--- config.mk ---
export PLATFORM = sky130hd
export DESIGN_NAME = dram_bank_timing_tracker_flat
export DESIGN_NICKNAME = d
export VERILOG_FILES = /design/src/rtl/dram_bank_timing_tracker_pkg.sv /design/src/rtl/dram_bank_timing_tracker_if.sv /design/src/rtl/dram_bank_timing_tracker_bank_fsm.sv /design/src/rtl/dram_bank_timing_tracker.sv /design/src/flat_wrapper.sv
export SDC_FILE = /design/constraint.sdc
export NUM_CORES = 2
export LEC_CHECK = 0
export BUFFER_PORTS_ARGS = -buffer_cell sky130_fd_sc_hd__buf_2
export CAP_MARGIN = 20
export CORE_ASPECT_RATIO = 2
export CORE_MARGIN = 3
export CORE_UTILIZATION = 42
export CTS_BUF_LIST = sky130_fd_sc_hd__clkbuf_16
export DETAILED_ROUTE_END_ITERATION = 8
export PLACE_DENSITY = 0.64
export SYNTH_ARGS = -nofsm -noshare
export SYNTH_HDL_FRONTEND = slang
export SYNTH_SLANG_ARGS = --single-unit
--- constraint.sdc ---
create_clock -name CLK -period 3.32 [get_ports CLK]
set_clock_uncertainty 0.15 [all_clocks]
set_input_delay 0.166 -clock CLK [delete_from_list [all_inputs] [get_ports CLK]]
set_output_delay 0.166 -clock CLK [all_outputs]
set_load 0.05 [all_outputs]
--- src/rtl/dram_bank_timing_tracker_pkg.sv ---
// Shared types and default DDR4 timing values for the bank timing tracker.
package dram_bank_timing_tracker_pkg;

    typedef enum logic [1:0] {
        IDLE   = 2'd0,
        ACTIVE = 2'd1,
        PRECHG = 2'd2
    } bank_state_t;

    typedef enum logic [2:0] {
        ACT  = 3'd0,
        RD   = 3'd1,
        WR   = 3'd2,
        PRE  = 3'd3,
        PREA = 3'd4
    } trk_op_t;

    // Default speed-bin timings, in CLK cycles
    localparam int DEF_T_RCD   = 12;
    localparam int DEF_T_RAS   = 19;
    localparam int DEF_T_RP    = 10;
    localparam int DEF_T_RRD_S = 4;
    localparam int DEF_T_RRD_L = 4;
    localparam int DEF_T_CCD_S = 4;
    localparam int DEF_T_CCD_L = 5;
    localparam int DEF_T_FAW   = 25;
    localparam int DEF_CNT_W   = 8;

    // A counter loaded with T-1 at issue reaches 0 exactly T cycles later; T=0 means no wait
    function automatic int unsigned cnt_load(input int unsigned t);
        return (t == 0) ? 0 : t - 1;
    endfunction

endpackage

--- src/rtl/dram_bank_timing_tracker_if.sv ---
// Issued-command and candidate-query bus between scheduler/command FSM and the tracker.
interface dram_bank_timing_tracker_if #(
    parameter int BG_BITS  = 2,
    parameter int BA_BITS  = 2,
    parameter int ROW_BITS = 18
);
    import dram_bank_timing_tracker_pkg::*;

    logic                cmd_valid;
    trk_op_t             cmd_op;
    logic [BG_BITS-1:0]  cmd_bg;
    logic [BA_BITS-1:0]  cmd_ba;
    logic [ROW_BITS-1:0] cmd_row;

    trk_op_t             q_op;
    logic [BG_BITS-1:0]  q_bg;
    logic [BA_BITS-1:0]  q_ba;
    logic [ROW_BITS-1:0] q_row;
    logic                q_ok;
    logic                q_hit;

    modport master (
        output cmd_valid, cmd_op, cmd_bg, cmd_ba, cmd_row,
        output q_op, q_bg, q_ba, q_row,
        input  q_ok, q_hit
    );

    modport slave (
        input  cmd_valid, cmd_op, cmd_bg, cmd_ba, cmd_row,
        input  q_op, q_bg, q_ba, q_row,
        output q_ok, q_hit
    );

endinterface

--- src/rtl/dram_bank_timing_tracker_bank_fsm.sv ---
// One DRAM bank: IDLE/ACTIVE/PRECHG state, open row and tRCD/tRAS/tRP counters.
module dram_bank_timing_tracker_bank_fsm
    import dram_bank_timing_tracker_pkg::*;
#(
    parameter int ROW_BITS = 18,
    parameter int CNT_W    = DEF_CNT_W,
    parameter int T_RCD    = DEF_T_RCD,
    parameter int T_RAS    = DEF_T_RAS,
    parameter int T_RP     = DEF_T_RP
) (
    input  logic                CLK,
    input  logic                nRST,
    input  logic                do_act,
    input  logic                do_pre,
    input  logic [ROW_BITS-1:0] act_row,
    output bank_state_t         state,
    output logic [ROW_BITS-1:0] row,
    output logic                rcd_ok,
    output logic                ras_ok
);
    localparam logic [CNT_W-1:0] LD_RCD = CNT_W'(cnt_load(T_RCD));
    localparam logic [CNT_W-1:0] LD_RAS = CNT_W'(cnt_load(T_RAS));
    localparam logic [CNT_W-1:0] LD_RP  = CNT_W'(cnt_load(T_RP));

    bank_state_t      state_d;
    logic [CNT_W-1:0] rcd_cnt, ras_cnt, rp_cnt;

    function automatic logic [CNT_W-1:0] dec_sat(input logic [CNT_W-1:0] c);
        return (c == '0) ? '0 : c - CNT_W'(1);
    endfunction

    // Next state: ACT (legal or not) opens the bank, PRE only closes an open bank,
    // PRECHG leaves on the edge where tRP hits 0 so the bank reads IDLE when ACT becomes legal
    always_comb begin
        state_d = state;
        case (state)
            IDLE:    if (do_act) state_d = ACTIVE;
            ACTIVE:  if (!do_act && do_pre) state_d = (LD_RP == '0) ? IDLE : PRECHG;
            PRECHG:  if (do_act) state_d = ACTIVE;
                     else if (rp_cnt <= CNT_W'(1)) state_d = IDLE;
            default: state_d = IDLE;
        endcase
    end

    // State register
    always_ff @(posedge CLK or negedge nRST) begin
        if (!nRST) state <= IDLE;
        else       state <= state_d;
    end

    // Open-row latch and per-bank timing counters
    always_ff @(posedge CLK or negedge nRST) begin
        if (!nRST) begin
            row     <= '0;
            rcd_cnt <= '0;
            ras_cnt <= '0;
            rp_cnt  <= '0;
        end else begin
            if (do_act) begin
                row     <= act_row;
                rcd_cnt <= LD_RCD;
                ras_cnt <= LD_RAS;
            end else begin
                rcd_cnt <= dec_sat(rcd_cnt);
                ras_cnt <= dec_sat(ras_cnt);
            end
            if (do_pre && !do_act && state == ACTIVE) rp_cnt <= LD_RP;
            else                                      rp_cnt <= dec_sat(rp_cnt);
        end
    end

    assign rcd_ok = (rcd_cnt == '0);
    assign ras_ok = (ras_cnt == '0);

endmodule

--- src/rtl/dram_bank_timing_tracker.sv ---
// Per-bank state/timing tracker: bank FSM array plus RRD/CCD/FAW windows,
// a combinational legality query and a registered illegal-issue flag.
module dram_bank_timing_tracker
    import dram_bank_timing_tracker_pkg::*;
#(
    parameter int BG_BITS  = 2,
    parameter int BA_BITS  = 2,
    parameter int ROW_BITS = 18,
    parameter int T_RCD    = DEF_T_RCD,
    parameter int T_RAS    = DEF_T_RAS,
    parameter int T_RP     = DEF_T_RP,
    parameter int T_RRD_S  = DEF_T_RRD_S,
    parameter int T_RRD_L  = DEF_T_RRD_L,
    parameter int T_CCD_S  = DEF_T_CCD_S,
    parameter int T_CCD_L  = DEF_T_CCD_L,
    parameter int T_FAW    = DEF_T_FAW,
    parameter int CNT_W    = DEF_CNT_W
) (
    input  logic                                  CLK,
    input  logic                                  nRST,
    dram_bank_timing_tracker_if.slave             bus,
    output logic [(2**(BG_BITS+BA_BITS))-1:0]     bank_open,
    output logic                                  all_idle,
    output logic                                  violation
);
    localparam int IDX_W = BG_BITS + BA_BITS;
    localparam int NB    = 2**IDX_W;
    localparam logic [CNT_W-1:0] LD_RRD_S = CNT_W'(cnt_load(T_RRD_S));
    localparam logic [CNT_W-1:0] LD_RRD_L = CNT_W'(cnt_load(T_RRD_L));
    localparam logic [CNT_W-1:0] LD_CCD_S = CNT_W'(cnt_load(T_CCD_S));
    localparam logic [CNT_W-1:0] LD_CCD_L = CNT_W'(cnt_load(T_CCD_L));
    localparam logic [CNT_W-1:0] LD_FAW   = CNT_W'(cnt_load(T_FAW));

    bank_state_t         st   [NB];
    logic [ROW_BITS-1:0] rows [NB];
    logic [NB-1:0]       rcd_ok, ras_ok, is_idle, do_act, do_pre;
    logic [IDX_W-1:0]    cmd_idx, q_idx;
    logic [CNT_W-1:0]    rrd_s, rrd_l, ccd_s, ccd_l;
    logic [BG_BITS-1:0]  last_act_bg, last_rw_bg;
    logic [CNT_W-1:0]    faw [4];
    logic [1:0]          faw_ptr;
    logic                faw_free, prea_ok, cmd_legal, cmd_is_act, cmd_is_rw;
    logic                q_rrd0, q_ccd0, c_rrd0, c_ccd0;

    function automatic logic [CNT_W-1:0] dec_sat(input logic [CNT_W-1:0] c);
        return (c == '0) ? '0 : c - CNT_W'(1);
    endfunction

    function automatic logic legal_f(input trk_op_t op, input bank_state_t bs,
                                     input logic row_eq, input logic rcd0, input logic ras0,
                                     input logic rrd0, input logic ccd0,
                                     input logic faw0, input logic prea0);
        logic ok;
        ok = 1'b0;
        case (op)
            ACT:     ok = (bs == IDLE) && rrd0 && faw0;
            RD, WR:  ok = (bs == ACTIVE) && row_eq && rcd0 && ccd0;
            PRE:     ok = (bs == IDLE) || ((bs == ACTIVE) && ras0);
            PREA:    ok = prea0;
            default: ok = 1'b0;
        endcase
        return ok;
    endfunction

    assign cmd_idx    = {bus.cmd_bg, bus.cmd_ba};
    assign q_idx      = {bus.q_bg, bus.q_ba};
    assign cmd_is_act = bus.cmd_valid && (bus.cmd_op == ACT);
    assign cmd_is_rw  = bus.cmd_valid && (bus.cmd_op == RD || bus.cmd_op == WR);

    for (genvar g = 0; g < NB; g++) begin : g_bank
        assign do_act[g] = cmd_is_act && (cmd_idx == IDX_W'(g));
        assign do_pre[g] = bus.cmd_valid &&
                           ((bus.cmd_op == PRE && cmd_idx == IDX_W'(g)) || bus.cmd_op == PREA);

        dram_bank_timing_tracker_bank_fsm #(
            .ROW_BITS(ROW_BITS), .CNT_W(CNT_W),
            .T_RCD(T_RCD), .T_RAS(T_RAS), .T_RP(T_RP)
        ) u_bank (
            .CLK(CLK), .nRST(nRST),
            .do_act(do_act[g]), .do_pre(do_pre[g]), .act_row(bus.cmd_row),
            .state(st[g]), .row(rows[g]), .rcd_ok(rcd_ok[g]), .ras_ok(ras_ok[g])
        );

        assign bank_open[g] = (st[g] == ACTIVE);
        assign is_idle[g]   = (st[g] == IDLE);
    end

    // A bank only reaches IDLE once its tRP has run out, so all-IDLE covers both conditions
    assign all_idle = &is_idle;
    assign prea_ok  = &(ras_ok | ~bank_open);
    assign faw_free = (faw[0] == '0) || (faw[1] == '0) || (faw[2] == '0) || (faw[3] == '0);

    // The long (same-group) window only matters when the target group matches the last one
    assign q_rrd0 = (rrd_s == '0) && ((bus.q_bg != last_act_bg) || (rrd_l == '0));
    assign q_ccd0 = (ccd_s == '0) && ((bus.q_bg != last_rw_bg)  || (ccd_l == '0));
    assign c_rrd0 = (rrd_s == '0) && ((bus.cmd_bg != last_act_bg) || (rrd_l == '0));
    assign c_ccd0 = (ccd_s == '0) && ((bus.cmd_bg != last_rw_bg)  || (ccd_l == '0));

    assign bus.q_ok  = legal_f(bus.q_op, st[q_idx], rows[q_idx] == bus.q_row,
                               rcd_ok[q_idx], ras_ok[q_idx], q_rrd0, q_ccd0, faw_free, prea_ok);
    assign bus.q_hit = bank_open[q_idx] && (rows[q_idx] == bus.q_row);
    assign cmd_legal = legal_f(bus.cmd_op, st[cmd_idx], rows[cmd_idx] == bus.cmd_row,
                               rcd_ok[cmd_idx], ras_ok[cmd_idx], c_rrd0, c_ccd0, faw_free, prea_ok);

    // ACT-to-ACT and column-to-column spacing, short and long variants run side by side
    always_ff @(posedge CLK or negedge nRST) begin
        if (!nRST) begin
            rrd_s       <= '0;
            rrd_l       <= '0;
            ccd_s       <= '0;
            ccd_l       <= '0;
            last_act_bg <= '0;
            last_rw_bg  <= '0;
        end else begin
            if (cmd_is_act) begin
                rrd_s       <= LD_RRD_S;
                rrd_l       <= LD_RRD_L;
                last_act_bg <= bus.cmd_bg;
            end else begin
                rrd_s <= dec_sat(rrd_s);
                rrd_l <= dec_sat(rrd_l);
            end
            if (cmd_is_rw) begin
                ccd_s      <= LD_CCD_S;
                ccd_l      <= LD_CCD_L;
                last_rw_bg <= bus.cmd_bg;
            end else begin
                ccd_s <= dec_sat(ccd_s);
                ccd_l <= dec_sat(ccd_l);
            end
        end
    end

    // Four-activate window: ring of four slots, each ACT reloads the oldest one
    always_ff @(posedge CLK or negedge nRST) begin
        if (!nRST) begin
            for (int i = 0; i < 4; i++) faw[i] <= '0;
            faw_ptr <= '0;
        end else begin
            for (int i = 0; i < 4; i++) faw[i] <= dec_sat(faw[i]);
            if (cmd_is_act) begin
                faw[faw_ptr] <= LD_FAW;
                faw_ptr      <= faw_ptr + 2'd1;
            end
        end
    end

    // One-cycle flag for an issued command that broke a rule
    always_ff @(posedge CLK or negedge nRST) begin
        if (!nRST) violation <= 1'b0;
        else       violation <= bus.cmd_valid && !cmd_legal;
    end

endmodule

--- src/flat_wrapper.sv ---
// flat-port wrapper written by rule: the top's interface ports become plain ports
module dram_bank_timing_tracker_flat import dram_bank_timing_tracker_pkg::*;
#(
    parameter int BG_BITS  = 2,
    parameter int BA_BITS  = 2,
    parameter int ROW_BITS = 18,
    parameter int T_RCD    = DEF_T_RCD,
    parameter int T_RAS    = DEF_T_RAS,
    parameter int T_RP     = DEF_T_RP,
    parameter int T_RRD_S  = DEF_T_RRD_S,
    parameter int T_RRD_L  = DEF_T_RRD_L,
    parameter int T_CCD_S  = DEF_T_CCD_S,
    parameter int T_CCD_L  = DEF_T_CCD_L,
    parameter int T_FAW    = DEF_T_FAW,
    parameter int CNT_W    = DEF_CNT_W
)
  (CLK, nRST, bank_open, all_idle, violation, bus_cmd_valid, bus_cmd_op, bus_cmd_bg, bus_cmd_ba, bus_cmd_row, bus_q_op, bus_q_bg, bus_q_ba, bus_q_row, bus_q_ok, bus_q_hit);
  dram_bank_timing_tracker_if #(.BG_BITS(BG_BITS), .BA_BITS(BA_BITS), .ROW_BITS(ROW_BITS)) bus_i ();
  input  logic CLK;
  input  logic nRST;
  output logic [(2**(BG_BITS+BA_BITS))-1:0] bank_open;
  output logic all_idle;
  output logic violation;
  input wire logic [$bits(bus_i.cmd_valid)-1:0] bus_cmd_valid;
  input wire logic [$bits(bus_i.cmd_op)-1:0] bus_cmd_op;
  input wire logic [$bits(bus_i.cmd_bg)-1:0] bus_cmd_bg;
  input wire logic [$bits(bus_i.cmd_ba)-1:0] bus_cmd_ba;
  input wire logic [$bits(bus_i.cmd_row)-1:0] bus_cmd_row;
  input wire logic [$bits(bus_i.q_op)-1:0] bus_q_op;
  input wire logic [$bits(bus_i.q_bg)-1:0] bus_q_bg;
  input wire logic [$bits(bus_i.q_ba)-1:0] bus_q_ba;
  input wire logic [$bits(bus_i.q_row)-1:0] bus_q_row;
  output wire logic [$bits(bus_i.q_ok)-1:0] bus_q_ok;
  output wire logic [$bits(bus_i.q_hit)-1:0] bus_q_hit;
  assign bus_i.cmd_valid = bus_cmd_valid;
  assign bus_i.cmd_op = bus_cmd_op;
  assign bus_i.cmd_bg = bus_cmd_bg;
  assign bus_i.cmd_ba = bus_cmd_ba;
  assign bus_i.cmd_row = bus_cmd_row;
  assign bus_i.q_op = bus_q_op;
  assign bus_i.q_bg = bus_q_bg;
  assign bus_i.q_ba = bus_q_ba;
  assign bus_i.q_row = bus_q_row;
  assign bus_q_ok = bus_i.q_ok;
  assign bus_q_hit = bus_i.q_hit;
  dram_bank_timing_tracker #(.BG_BITS(BG_BITS), .BA_BITS(BA_BITS), .ROW_BITS(ROW_BITS), .T_RCD(T_RCD), .T_RAS(T_RAS), .T_RP(T_RP), .T_RRD_S(T_RRD_S), .T_RRD_L(T_RRD_L), .T_CCD_S(T_CCD_S), .T_CCD_L(T_CCD_L), .T_FAW(T_FAW), .CNT_W(CNT_W)) u_core (.CLK(CLK), .nRST(nRST), .bus(bus_i), .bank_open(bank_open), .all_idle(all_idle), .violation(violation));
endmodule
# Word-level counts from Yosys, hierarchy flattened
# Index checks and enable logic that the tools add are counted.
# word_totals
ff_bits	775
in_bits	53
output_inout_bits	20
wordCells	746
# op_classes
n_addsub	57
order_cmp	22
eq_ne	111
n_mux	215
n_bitwise	8
n_reduce_logical	241
# op_table
op	n
two-way mux 8 bit	109
logical NOT 8 bit	56
subtractor 8 x 1 -> 8 bit (second input constant)	56
binary-select mux 18 bit (select 4 bit)	2
two-way mux 2 bit	68
<= comparator 8 x 1 -> 1 bit (second input constant)	16
logical AND 1 bit	101
case mux 2 bit (3 select lines)	16
two-way mux 18 bit	4
!= test 2 bit (second input constant)	32
!= test 3 bit (second input constant)	16
AND reduction 3 bit	16
== test 18 bit	2
== test 2 x 1 -> 1 bit (second input constant)	18
logical NOT 2 bit	18
== test 2 bit (second input constant)	16
== test 4 bit (second input constant)	8
two-way mux 32 bit	1
AND reduction 16 bit	2
logical OR 1 bit	26
bitwise AND 24 bit	1
inverter 24 bit	1
binary-select mux 1 bit (select 4 bit)	5
logical NOT 1 bit	17
other kinds (24)	47

# Longest topological paths before layout
# logic_depth
word_depth	11
mapped_depth	11
mapped_depth_nobuf	10

# By module
# Synthesis repeated with hierarchy kept, for this count alone.
# unflattened
hier_cells	3814
hier_area_um2	42668.4
# modules_own_cells
module	instances	cells_per_inst	area_per_inst_um2	seq_area_each_um2
dram_bank_timing_tracker_bank_fsm at u_core.g_bank[11].u_bank ...	13	177	2020.7	1101.1
dram_bank_timing_tracker	1	993	10298.6	1776.7
dram_bank_timing_tracker_bank_fsm at u_core.g_bank[0].u_bank ...	2	171	2033.2	1101.1
dram_bank_timing_tracker_bank_fsm at u_core.g_bank[9].u_bank	1	178	2034.5	1101.1

# Least setup slack after synthesis
# Ideal clock, no wire load.
# synth_path
path_type	input port to output port
startpoint	input bus_q_bg[0]
endpoint	output bus_q_ok
t_arrival_ps	3252
required_time_ps	3004
setup_slack_ps	-248
path_stages	10
path_cell_list	buf_2 > buf_1 > buf_1 > mux2i_1 > xnor2_1 > nor4_1 > a41oi_1 > nor4_1 > nand3_1 > o21ai_0
# synth_between
elab_chain_cells	9
word_cells_on_any_way	28
cone_classes	4 x eq/ne; 11 x mux; 1 x bitwise; 12 x reduce/logical
# synth_rtl
item	line_no	rtl
start, declared	flat_wrapper.sv:30	input wire logic [$bits(bus_i.q_bg)-1:0] bus_q_bg;
inverter 4 -> 5 bit (not written as such)	dram_bank_timing_tracker.sv:99	assign bus.q_ok = legal_f(bus.q_op, st[q_idx], rows[q_idx] == bus.q_row,
binary-select mux 18 bit (select 4 bit) / binary-select mux 2 bit (select 4 bit) (equally long branches)	dram_bank_timing_tracker.sv:99	
two-way mux 18 bit (not written as such) / two-way mux 2 bit (equally long branches) (2 in series)	dram_bank_timing_tracker.sv:99	
== test 18 bit / == test 2 x 1 -> 1 bit (equally long branches)	dram_bank_timing_tracker.sv:99, dram_bank_timing_tracker.sv:57, dram_bank_timing_tracker.sv:58	
logical AND 1 bit (3 in series)	dram_bank_timing_tracker.sv:57	RD, WR: ok = (bs == ACTIVE) && row_eq && rcd0 && ccd0;
case mux 1 bit (4 select lines) (*)	dram_bank_timing_tracker.sv:55	case (op)
end, declared	flat_wrapper.sv:33	output wire logic [$bits(bus_i.q_ok)-1:0] bus_q_ok;
# Every way passes the cells marked *; elsewhere a longest branch is shown, timed or not. The select of a mux whose other input is x is not followed.

# Final worst setup path
# layout_path
startpoint	register u_core.g_bank[3].u_bank.row[9]
endpoint	output bus_q_ok
# layout_between
elab_chain_cells	8
# layout_rtl
item	line_no	rtl
start, declared	dram_bank_timing_tracker_bank_fsm.sv:17	output logic [ROW_BITS-1:0] row,
start signal, assigned	dram_bank_timing_tracker_bank_fsm.sv:60	row <= act_row;
binary-select mux 18 bit (select 4 bit)	dram_bank_timing_tracker.sv:99	
two-way mux 18 bit (not written as such) (2 in series)	dram_bank_timing_tracker.sv:99	
== test 18 bit	dram_bank_timing_tracker.sv:99	
logical AND 1 bit (3 in series)	dram_bank_timing_tracker.sv:57	
case mux 1 bit (4 select lines)	dram_bank_timing_tracker.sv:55	
# No other way between the ends. The select of a mux whose other input is x is not followed.

==> metrics.txt <==
status finished with violations; failing checks negative setup slack; via/cell ratio 5.68; worst setup margin -0.324 ns; final hold vios 0; CP peak stage delay 0.51 ns; CTS tree yes; relative slew slack 0.450; DRT Pass-1 Iters 5; largest net degree at the start of global routing 136; final worst-path cycle share 1.10; FMAX 274 MHz; Avg Cell Area, Syn 10.6 um2; Lkg Pwr 21.0 nW; gr usage total 0.237; HP Class input pin to async pin; Reg clk slew, reported paths 0.07 ns; DR iter-0 viols 1,977; largest fanout on the critical path 2; ys flop type dfrtp_1; FF+latch count, synth 775; Reg2Reg Setup Slack 0.18 ns; fillcell total 8,578; fin nets 4,208; total length of routed wires 117,000 um; global-route wire length before repair 183,000 um; Crit-path slowest cell mux4_2; CP Launch Type flip-flop; crit end category output pin; pre-CTS setup slack -0.164 ns; Final setup viols 2; core area 0.0955 mm2; number of flops mapped to enable cells by yosys 0; DRT antenna net count 0; Tot Pwr 0.0342 W; Synth Net Count 4,018; antenna violations before repair 3; yosys warns 0; Area Growth Syn to Fin 14.1%; CTS Buf Count 71; Post-route DRC 0; WP data arrival 3.33 ns; RD Place Congestion 0.973; max-slew violation count 0; layout cells sized above 1 0.186; RSZ-0062 raised after global routing yes; Reg area 0.0194 mm2; Syn Inst Count 3,834; sequential area share after synthesis 0.477; actual slew at the worst max-slew pin 0.819 ns; routed length per instance 22.1 um; peak supply drop 0.000386 V; full die area 0.101 mm2; WP data required 3.00 ns; Initial Utilization 0.426; Async S/R FF share, synth 1.00; GR Overflow Total 0; post-DP HPWL 84,000 um; Post-Syn Area 0.0407 mm2; Chip Width 226 um; # H-tree levels 3; Chip Height 446 um; maxcap violations 0; Clock Latency Late Sink 0.67 ns; CP dominant cell by count mux4_2; root buf cell clkbuf_16; clock sinks 775; port buffer count 72; total number of vias 30,100; synth unique cells 64; Power Dens Cells 737 mW/mm2; Rows 160; Crit Path Class flip-flop to output pin; vias in the first global route 31,800; io pins 73; worst-path cell chain mux4_2 -> mux4_2 -> xnor2_2 -> buf_4 -> nand2_4 -> nor4_4 -> nand3_2 -> o21ai_4 -> buf_6; Final min period 3.64 ns; area of the multi-input gates 0.0202 mm2; clk buf depth 3
[repair_timing]
| action | CTS | global route |
|---|---|---|
| buffers inserted | 6 | 5 |
| gates resized for setup | 25 | 23 |
| setup endpoints to repair | 3 | 3 |
| pin swaps | 7 | 8 |
| hold endpoints to repair | 1026 | 0 |
| hold buffers | 25 | 0 |
[cells in the mapped netlist (5+ instances only)]
| cell type | instances | area [um2] |
|---|---|---|
| dfrtp_1 | 775 | 19400 |
| nand2_1 | 522 | 1960 |
| nor2_1 | 483 | 1810 |
| xnor2_1 | 251 | 2200 |
| o21ai_0 | 235 | 1180 |
| mux4_2 | 177 | 3990 |
| inv_1 | 155 | 582 |
| mux2_2 | 141 | 1590 |
| ha_1 | 131 | 1640 |
| xor2_1 | 118 | 1030 |
| clkbuf_1 | 104 | 390 |
| nor4_1 | 103 | 644 |
| nand2b_1 | 89 | 557 |
| nor3_1 | 83 | 415 |
| a21oi_1 | 59 | 295 |
| mux2i_1 | 53 | 531 |
| nand3_1 | 36 | 180 |
| and3_1 | 34 | 213 |
| buf_2 | 27 | 135 |
| buf_4 | 23 | 173 |
| buf_1 | 21 | 78.8 |
| nor4b_1 | 20 | 175 |
| and2_1 | 18 | 113 |
| or2_2 | 17 | 106 |
| or4_1 | 17 | 128 |
| a31oi_1 | 12 | 75.1 |
| nand4_1 | 12 | 75.1 |
| o21a_1 | 12 | 90.1 |
| a211oi_1 | 9 | 67.6 |
| nor2b_1 | 9 | 56.3 |
| a311oi_1 | 7 | 61.3 |
| nand4b_1 | 7 | 61.3 |
| or4_4 | 7 | 78.8 |
| o22ai_1 | 6 | 37.5 |
| or3_1 | 6 | 37.5 |
| a2111oi_0 | 5 | 43.8 |
| o211ai_1 | 5 | 37.5 |
[through the flow]
stage | cell area (um2) | hold slack, ns | util | std cells | TNS (ns)
6_report | 46400 | 0.0615 | 0.486 | 5295 | -0.646
5_1_grt | 46400 | 0.0790 | 0.486 | 5292 | -0.826
4_1_cts | 46200 | 0.0320 | 0.484 | 5286 | -0.667
3_5_place_dp | 43600 | -0.0239 | 0.457 | 5130 | -0.240
3_3_place_gp | 43600 | -0.0251 | 0.457 | 5130 | -0.242
2_1_floorplan | 40700 | -0.280 | - | 3834 | 0
[flip-flops by register name, summed over array words and instances, names as in the netlist]
| register | count |
|---|---|
| u_core.faw_ptr | 2 |
| u_core.faw | 32 |
| u_core.g_bank.u_bank.row | 288 |
| u_core.last_rw_bg | 2 |
| u_core.ccd_s | 8 |
| u_core.g_bank.u_bank.rcd_cnt | 128 |
| u_core.violation | 1 |
| u_core.rrd_s | 8 |
| u_core.g_bank.u_bank.ras_cnt | 128 |
| u_core.g_bank.u_bank.state | 32 |
| u_core.ccd_l | 8 |
| u_core.rrd_l | 8 |
| u_core.g_bank.u_bank.rp_cnt | 128 |
| u_core.last_act_bg | 2 |
[worst max-delay path, delay by kind of cell (launching register included)]
kind                      cells  cell delay [ns]
muxes                         2             1.00
and+or+nand+nor               3             0.51
DFF                           1             0.40
buffers and inverters         2             0.36
AOI/OAI and AO/OA             1             0.22
xor gates and xnor gates      1             0.16
[report_power, final]
group          leakage (nW)  total, W  internal, W  switching (W)
registers              9.80    0.0156       0.0126        0.00296
clock network          1.13   0.00806      0.00429        0.00378
logic                  10.1    0.0106      0.00510        0.00549
total                  21.0    0.0342       0.0220         0.0122
[placed cells by master (no fill, tap or decap), types with 24 or more instances in the layout]
| cell type | synthesis | layout |
|---|---|---|
| xor2_1 | 118 | 118 |
| xnor2_1 | 251 | 250 |
| nor4_1 | 103 | 89 |
| buf_12 | 0 | 32 |
| nand2_1 | 522 | 516 |
| buf_2 | 27 | 64 |
| inv_1 | 155 | 166 |
| mux4_2 | 177 | 177 |
| dfrtp_1 | 775 | 774 |
| dlygate4sd3_1 | 0 | 24 |
| nor3_1 | 83 | 80 |
| o21ai_0 | 235 | 234 |
| ha_1 | 131 | 131 |
| nor2_1 | 483 | 479 |
| clkbuf_16 | 0 | 72 |
| and3_1 | 34 | 30 |
| nand2b_1 | 89 | 89 |
| a21oi_1 | 59 | 59 |
| mux2i_1 | 53 | 53 |
| mux2_2 | 141 | 141 |
| buf_4 | 23 | 169 |
| nand3_1 | 36 | 34 |
[routing by layer]
metal  track usage  share of wire  routed length, um
met5             0              0                  0
met4         0.153          0.072               8480
met3        0.0396          0.049               5740
met2         0.427           0.52              61200
met1         0.253           0.36              41500
[logic make-up after synthesis]
kind of cell | after synthesis | share of synthesized area
xor gates and xnor gates | 369 | 0.0794
DFF | 775 | 0.477
adders and majority gates | 131 | 0.0403
buffers and inverters | 332 | 0.0338
muxes | 371 | 0.150
and+or+nand+nor | 1477 | 0.167
AOI/OAI and AO/OA | 379 | 0.0530
[path summary, 6_finish.rpt]
path / cells after the start / end / from
setup / recovery: 9 / bus_q_ok / u_core.g_bank[3].u_bank.row[9]
hold / removal: 3 / u_core.g_bank[12].u_bank.ras_cnt[7] / nRST
setup reg to reg: 8 / u_core.violation / u_core.ccd_s[4]
hold reg to reg: 1 / u_core.g_bank[15].u_bank.ras_cnt[0] / u_core.g_bank[15].u_bank.ras_cnt[0]
max in group asynchronous: 3 / u_core.g_bank[14].u_bank.rcd_cnt[6] / nRST
min in group CLK: 4 / u_core.last_act_bg[0] / bus_cmd_bg[0]
[cell type report]
cell class | instances | share of cell area
Tap cell | 1215 | 0.0327
Multi-Input combinational cell | 2727 | 0.435
Inverter | 156 | 0.0126
Clock inverter | 53 | 0.00849
Timing Repair Buffer | 293 | 0.0543
Clock buffer | 72 | 0.0388
Antenna cell | 4 | 0.000216
Sequential cell | 775 | 0.418
No activity file was read; power rests on OpenSTA's default activity.
